File: config.mk
export PLATFORM = sky130hd
export DESIGN_NAME = hist_collector
export DESIGN_NICKNAME = d
export VERILOG_FILES = /design/src/rtl/frotaegis_pkg.sv /design/src/rtl/bin_counter.sv /design/src/rtl/hist_collector.sv
export SDC_FILE = /design/constraint.sdc
export NUM_CORES = 1
export LEC_CHECK = 0
export CELL_PAD_IN_SITES_DETAIL_PLACEMENT = 1
export CELL_PAD_IN_SITES_GLOBAL_PLACEMENT = 1
export CORE_UTILIZATION = 40
export DETAILED_ROUTE_END_ITERATION = 10
export GPL_ROUTABILITY_DRIVEN = 0
export PLACE_DENSITY_LB_ADDON = 0.1
export RECOVER_POWER = 100
export SLEW_MARGIN = 0
export SYNTH_ARGS = -nofsm -noshare
export SYNTH_HDL_FRONTEND = slang
export SYNTH_SLANG_ARGS = --single-unit
File: constraint.sdc
create_clock -name clk -period 6.35 [get_ports clk]
set_input_delay 1.27 -clock clk [delete_from_list [all_inputs] [get_ports clk]]
set_output_delay 1.27 -clock clk [all_outputs]
set_load 0.01 [all_outputs]
File: src/rtl/frotaegis_pkg.sv
// Shared definitions for the histogram collector: state encoding,
// default parameter values and the count-width helper.
package frotaegis_pkg;

  typedef enum logic [1:0] {
    IDLE    = 2'd0,
    CAPTURE = 2'd1,
    DRAIN   = 2'd2,
    DONE    = 2'd3
  } hist_state_t;

  localparam int DEF_DATA_SIZE   = 4;
  localparam int DEF_DATA_NUM    = 16;
  localparam int DEF_LENGTH      = 64;
  localparam int DEF_LENGTH_SIZE = 6;

  // One extra bit so a single bin can hold the full LENGTH without wrapping.
  function automatic int count_w(input int length_size);
    return length_size + 1;
  endfunction

endpackage

File: src/rtl/bin_counter.sv
// One histogram bin: a saturation-free occurrence counter with
// synchronous clear and increment enable.
module bin_counter #(
  parameter int COUNT_W = 7
) (
  input  logic               clk,
  input  logic               rst,
  input  logic               clear,
  input  logic               inc,
  output logic [COUNT_W-1:0] count
);

  always_ff @(posedge clk or posedge rst) begin
    if (rst) begin
      count <= '0;
    end else if (clear) begin
      count <= '0;
    end else if (inc) begin
      count <= count + COUNT_W'(1);
    end
  end

endmodule

File: src/rtl/hist_collector.sv
// Captures a window of LENGTH samples into DATA_NUM bins, then streams
// the bin counts out one beat per handshake.
module hist_collector
  import frotaegis_pkg::*;
#(
  parameter int  DATA_SIZE   = DEF_DATA_SIZE,
  parameter int  DATA_NUM    = DEF_DATA_NUM,
  parameter int  LENGTH      = DEF_LENGTH,
  parameter int  LENGTH_SIZE = DEF_LENGTH_SIZE,
  localparam int COUNT_W     = count_w(LENGTH_SIZE)
) (
  input  logic                 clk,
  input  logic                 rst,
  input  logic                 Collect,
  input  logic                 Valid,
  input  logic [DATA_SIZE-1:0] Data,
  output logic                 Busy,
  output logic                 Done,
  output logic                 Err,
  output logic                 Out_Valid,
  input  logic                 Out_Ready,
  output logic [DATA_SIZE-1:0] Out_Bin,
  output logic [COUNT_W-1:0]   Out_Count,
  output logic                 Out_Last
);

  localparam logic [DATA_SIZE-1:0] LAST_BIN   = DATA_SIZE'(DATA_NUM - 1);
  localparam logic [COUNT_W-1:0]   LAST_COUNT = COUNT_W'(LENGTH - 1);

  hist_state_t            state;
  hist_state_t            state_nxt;
  logic                   clear_all;
  logic                   accept;
  logic                   last_sample;
  logic [COUNT_W-1:0]     sample_cnt;
  logic [DATA_SIZE-1:0]   idx;
  logic [DATA_SIZE-1:0]   idx_nxt;
  logic [DATA_NUM-1:0]    bin_hit;
  logic [COUNT_W-1:0]     bin_count [DATA_NUM];

  assign last_sample = (sample_cnt == LAST_COUNT);
  assign idx_nxt     = idx + DATA_SIZE'(1);
  assign Out_Bin     = idx;
  assign Busy        = (state == CAPTURE) || (state == DRAIN);
  assign Done        = (state == DONE);

  always_ff @(posedge clk or posedge rst) begin
    if (rst) begin
      state <= IDLE;
    end else begin
      state <= state_nxt;
    end
  end

  always_comb begin
    state_nxt = state;
    clear_all = 1'b0;
    accept    = 1'b0;
    unique case (state)
      IDLE, DONE: begin
        if (Collect) begin
          clear_all = 1'b1;
          state_nxt = CAPTURE;
        end
      end
      CAPTURE: begin
        accept = Valid;
        if (Valid && last_sample) begin
          state_nxt = DRAIN;
        end
      end
      DRAIN: begin
        if (Out_Valid && Out_Ready && Out_Last) begin
          state_nxt = DONE;
        end
      end
      default: state_nxt = IDLE;
    endcase
  end

  // A sample that matches no bin is out of range: counted, not binned.
  for (genvar i = 0; i < DATA_NUM; i++) begin : g_bin
    assign bin_hit[i] = (Data == DATA_SIZE'(i));

    bin_counter #(
      .COUNT_W (COUNT_W)
    ) u_bin (
      .clk   (clk),
      .rst   (rst),
      .clear (clear_all),
      .inc   (accept & bin_hit[i]),
      .count (bin_count[i])
    );
  end

  always_ff @(posedge clk or posedge rst) begin
    if (rst) begin
      sample_cnt <= '0;
      Err        <= 1'b0;
    end else if (clear_all) begin
      sample_cnt <= '0;
      Err        <= 1'b0;
    end else if (accept) begin
      sample_cnt <= sample_cnt + COUNT_W'(1);
      if (!(|bin_hit)) begin
        Err <= 1'b1;
      end
    end
  end

  // First beat loads on the cycle after entering DRAIN; later beats
  // reload straight from the next bin so a held-high Ready streams.
  always_ff @(posedge clk or posedge rst) begin
    if (rst) begin
      idx       <= '0;
      Out_Valid <= 1'b0;
      Out_Count <= '0;
      Out_Last  <= 1'b0;
    end else if (clear_all) begin
      idx       <= '0;
      Out_Valid <= 1'b0;
      Out_Count <= '0;
      Out_Last  <= 1'b0;
    end else if (state == DRAIN) begin
      if (!Out_Valid) begin
        Out_Valid <= 1'b1;
        Out_Count <= bin_count[idx];
        Out_Last  <= (idx == LAST_BIN);
      end else if (Out_Ready) begin
        if (Out_Last) begin
          idx       <= '0;
          Out_Valid <= 1'b0;
          Out_Count <= '0;
          Out_Last  <= 1'b0;
        end else begin
          idx       <= idx_nxt;
          Out_Count <= bin_count[idx_nxt];
          Out_Last  <= (idx_nxt == LAST_BIN);
        end
      end
    end
  end

endmodule
* Yosys cells after proc, flatten, opt, wreduce, memory -nomap -nowiden
Index checks and enable logic that the tools add are counted.
** Storage, ports and cells
- Output and inout port bits :: 16
- Register bits after elaboration :: 135
- Input port bits :: 9
- Word-level logic and storage cells :: 189
** Operators by class
- Reduce and logical (&&, ||, !) cells :: 32
- Multiplexer cells :: 70
- Equality and inequality tests :: 26
- $add $sub $neg :: 18
- Magnitude comparators :: 2
- Bitwise logic cells :: 18
** Operators with widths (number)
- $mux 7 :: 43
- $add 7x1->7 const B :: 17
- $bmux 7 s4 :: 2
- $eq 4x4->1 const B :: 10
- $reduce_bool 2->1 :: 20
- $mux 4 :: 5
- $and 1x1->1 :: 16
- $eq 4x3->1 const B :: 4
- $mux 1 :: 16
- $reduce_or 16->1 :: 1
- $ge 5x5->1 const B :: 2
- $not 4->5 :: 2
- $eq 4x2->1 const B :: 2
- $eq 7x6->1 const B :: 1
- $mux 2 :: 3
- $pmux 2 s3 :: 1
- $reduce_and 3->1 :: 2
- $add 4x1->4 const B :: 1
- $eq 2x2->1 const B :: 2
- $eq 4x1->1 const B :: 1
- $logic_not 4->1 :: 1
- $ne 2x1->1 const B :: 2
- $ne 2x2->1 const B :: 2
- $reduce_and 2->1 :: 2
- 6 further kinds :: 8

* Depth between registers and ports, before layout
- Depth after elaboration :: 10
- Mapped depth :: 12
- Gate-level depth less buffers :: 7

* Hierarchy
Synthesis repeated with hierarchy kept, for this count alone.
** Unflattened totals
- Cells, all modules :: 837
- Area total of the unflattened synthesis :: 8224.1 sq um
** Modules (own cells, without submodules)
- bin_counter :: sequential area each 175.2 sq um, cells an instance 30, instances 16, area an instance 311.5 sq um
- hist_collector :: sequential area each 575.6 sq um, cells an instance 357, instances 1, area an instance 3239.4 sq um

* Least setup slack after synthesis
Ideal clock, no wire load.
- Path kind :: input -> register
- Start point :: input Data[3]
- End point :: register g_bin[2].u_bin.count[6]
- Path slack :: 3723 ps
- Arrival :: 2495 ps
- Stages on the path :: 7
- Data required time :: 6218 ps
- Library setup time :: 132 ps
- Path buffers :: 2
- Cell sequence :: or2_1 > clkbuf_1 > clkbuf_1 > nor4_1 > nand3_1 > xor2_1 > nor2_1
** On the way
- Longest elaborated chain between the ends :: 3
** Ends and longest elaborated chain
- start, declared :: RTL line hist_collector.sv:16 : input logic [DATA_SIZE-1:0] Data,
- $eq 4x2->1 :: RTL line hist_collector.sv:83 : assign bin_hit[i] = (Data == DATA_SIZE'(i));
- $and 1x1->1 :: RTL line hist_collector.sv:91 : .inc (accept & bin_hit[i]),
- $reduce_bool 2->1 (no line)
- end signal, assigned :: RTL line bin_counter.sv:19 : count <= count + COUNT_W'(1);
- end, declared :: RTL line bin_counter.sv:10 : output logic [COUNT_W-1:0] count
Every way passes these cells.
A chain may end at the register's enable or synchronous reset.

* Final worst setup path
- Start point :: input Collect
- End point :: register Out_Count[0]
** On the way
- Longest elaborated chain between the ends :: 4
- Elaborated cells on any way between the ends :: 6
** Ends and longest elaborated chain
- start, declared :: RTL line hist_collector.sv:14 : input logic Collect,
- $mux 1 (*) :: RTL line hist_collector.sv:61 : if (Collect) begin
- $mux 1 (*) :: RTL line hist_collector.sv:59 : unique case (state)
- $ne 3x1->1 (no line) or $reduce_bool 2->1 (tied branches)
- $reduce_and 2->1 (no line)
- end signal, assigned :: RTL line hist_collector.sv:127 : Out_Count <= bin_count[idx];
- end signal, assigned :: RTL line hist_collector.sv:137 : Out_Count <= bin_count[idx_nxt];
- end, declared :: RTL line hist_collector.sv:23 : output logic [COUNT_W-1:0] Out_Count,
Mark *: on every way between the ends. The rest lies on a longest branch, timed or not.

==> results.txt <==
core area - 20500 sq um
Worst-Margin Slew - 2.79 ns
syn nets - 869
Initial Util - 0.414
final wirelength - 24600 microns
Hold Fails Final Rpt - 0
Top Family by Delay on Critical Path - buffers and inverters
Arr. time, crit path - 4.99 ns
failing checks - capacitance limit, slew limit
PortBufs - 24
crit-path max cell delay - 1.96 ns
IR drop worst, VDD - 0.000228 V
Syn. warnings - 0
quantity of gates resized following cts - 0
Max Transition Viols Final - 139
status - finished, violations left
die area - 21800 sq um
Seq/Total Area, Yosys - 0.398
wire per inst - 21.9 microns
Setup Crit Path Kind - in2reg
CTS Hold Buffers Added - 0
Synth Instances - 838
Worst Skew - 0.00755 ns
vias per std cell - 5.78
max_slew headroom - -0.862
startpoint types - input port
site row count - 52
io pins - 25
Post-DP HPWL - 17300 microns
H-tree Lvls - 4
Clock Pin Slew Worst Setup and Hold Paths - 0.06 ns
post-route ant nets - 0
clock tree root driver cell - clkbuf_16
Max-Cap Viols - 3
post-CTS setup buffer count - 0
min cycle time layout - 4.68 ns
DR vias - 6510
Total Power - 3.01 mW
Cell Area, Synth - 8480 sq um
initial antenna violation count - 1
crit share post-route - 0.737
global-route wire length before repair - 39900 microns
clk sinks - 135
worst-skew pair later-pin latency - 0.43 ns
share of layout cells above drive strength 1 - 0.0725
gr ovfl total - 0
Clock Path Buffers - 2
largest net degree at the start of global routing - 95
DIE HEIGHT - 148 microns
Crit Path Max Fanout - 59
synth unique cells - 47
Starting DRT DRC Count - 318
synthesized flop and latch total - 135
Top FF cell, synth - dfrtp_1
PD cells - 318 nW/um^2
syn_area_per_cell - 10.1 sq um
TNS Setup - 0 ns
NumNets Final - 873
Critical Path End Type - flip-flop
Die X - 148 microns
CP Cell Sequence - dlygate4sd3_1 -> inv_1 -> nor2_4 -> clkbuf_1 -> nor2_1 -> a22o_1
Max Freq - 214 MHz
Post-synth EDFFs - 0
CP max-delay cell - clkbuf_1
Leak - 3.97 nW
Area after DPL - 8840 sq um
Bufs and invs on worst path - 3
layout overhead on the synthesized area - 11.6%
Tot GR Track Use - 0.241
CTS buffer count - 17
WHS - 0.484 ns
Pre-antenna DRT Iters - 4
CTS tree - built
Final Cell Area - 9470 sq um
Critical Path RT - 6.66 ns
worst min path class - reg2reg
DR DRC count - 0
Synth async-reset ratio - 1.00
final setup vio count - 0
RSZ-0062 raised after global routing - no
number of global-route vias before repair - 7091
-- cell usage after synthesis, types with 22 or more instances --
library cell	count	area share
dfrtp_1	135	0.40
nor2_1	117	0.052
nand2_1	70	0.031
mux2i_1	67	0.079
xnor2_1	56	0.058
xor2_1	41	0.042
a21oi_1	40	0.024
o21ai_0	29	0.017
clkbuf_1	28	0.012
nand3_1	28	0.017
ha_1	22	0.032
inv_1	22	0.0097
-- cells in the final DEF (no fill, tap or decap), types with 21 or more instances in the layout --
master,synthesis,layout
a21oi_1,40,40
xnor2_1,56,56
ha_1,22,22
dfrtp_1,135,135
xor2_1,41,41
mux4_1,21,21
nand2_1,70,70
inv_1,22,21
o21ai_0,29,29
nor2_1,117,116
mux2i_1,67,67
nand3_1,28,28
-- metrics by stage --
| step | setup WS (ns) | util | std cells |
|---|---|---|---|
| after global routing | 1.36 | 0.462 | 1125 |
| after floorplan | 1.47 | - | 838 |
| after CTS | 2.75 | 0.463 | 1125 |
| after global placement | 2.41 | 0.431 | 1093 |
| after detailed placement | 2.32 | 0.431 | 1093 |
| final | 1.67 | 0.462 | 1126 |
-- worst reg2reg max path: cells and delay by family, from the launching register on --
family | cells | cell delay, ns
buffers and inverters | 3 | 2.12
adder cells (fa/ha/maj) | 1 | 0.33
AO/OA/AOI/OAI | 1 | 0.43
AND/OR/NAND/NOR | 2 | 0.70
flip-flops | 1 | 0.37
-- flip-flops by register name (all words and copies together) (netlist names) --
signal / flops
Out_Valid: 1
Out_Bin: 4
Out_Last: 1
sample_cnt: 7
state: 2
Out_Count: 7
Err: 1
g_bin.u_bin.count: 112
-- where the power goes --
part | switching [mW] | internal (mW)
Combinational | 0.525 | 0.339
Sequential | 0.115 | 0.908
Clock | 0.425 | 0.699
-- area by class of cell --
| class | instances | area [sq um] |
|---|---|---|
| flip-flops and latches | 135 | 3380 |
| repair buffers | 32 | 289 |
| fillers | 2264 | 11000 |
| well taps | 270 | 338 |
| clock inverters | 15 | 225 |
| clock buffers | 17 | 425 |
| multi-input cells | 634 | 4720 |
| inverters | 22 | 87.6 |
| diodes | 1 | 2.50 |
-- path summary, 6_finish.rpt --
check	start	end	slack, ns	cells past startpoint
max reg2reg	state[0]	Out_Count[0]	2.28	7
min reg2reg	Err	Err	0.48	1
max in group asynchronous	rst	g_bin[14].u_bin.count[4]	2.14	3
min in group asynchronous	rst	g_bin[3].u_bin.count[1]	1.46	2
min	Err	Err	0.48	1
max	Collect	Out_Count[0]	1.67	6
-- per-layer routing --
layer / track usage / up-vias / part of all wire
li1: - / 2999 / -
met1: 0.316 / 3352 / 0.46
met2: 0.399 / 120 / 0.48
met3: 0.0373 / 39 / 0.030
met4: 0.0943 / 0 / 0.029
met5: 0 / - / 0
-- logic make-up after synthesis --
logic type / after synthesis / share of synthesized area
XOR/XNOR: 98 / 0.102
flip-flops: 135 / 0.398
buffers and inverters: 69 / 0.0453
multiplexers: 98 / 0.167
AND/OR/NAND/NOR: 297 / 0.164
AO/OA/AOI/OAI: 119 / 0.0909
adder cells (fa/ha/maj): 22 / 0.0324
Power figures use the tool's default switching activity.
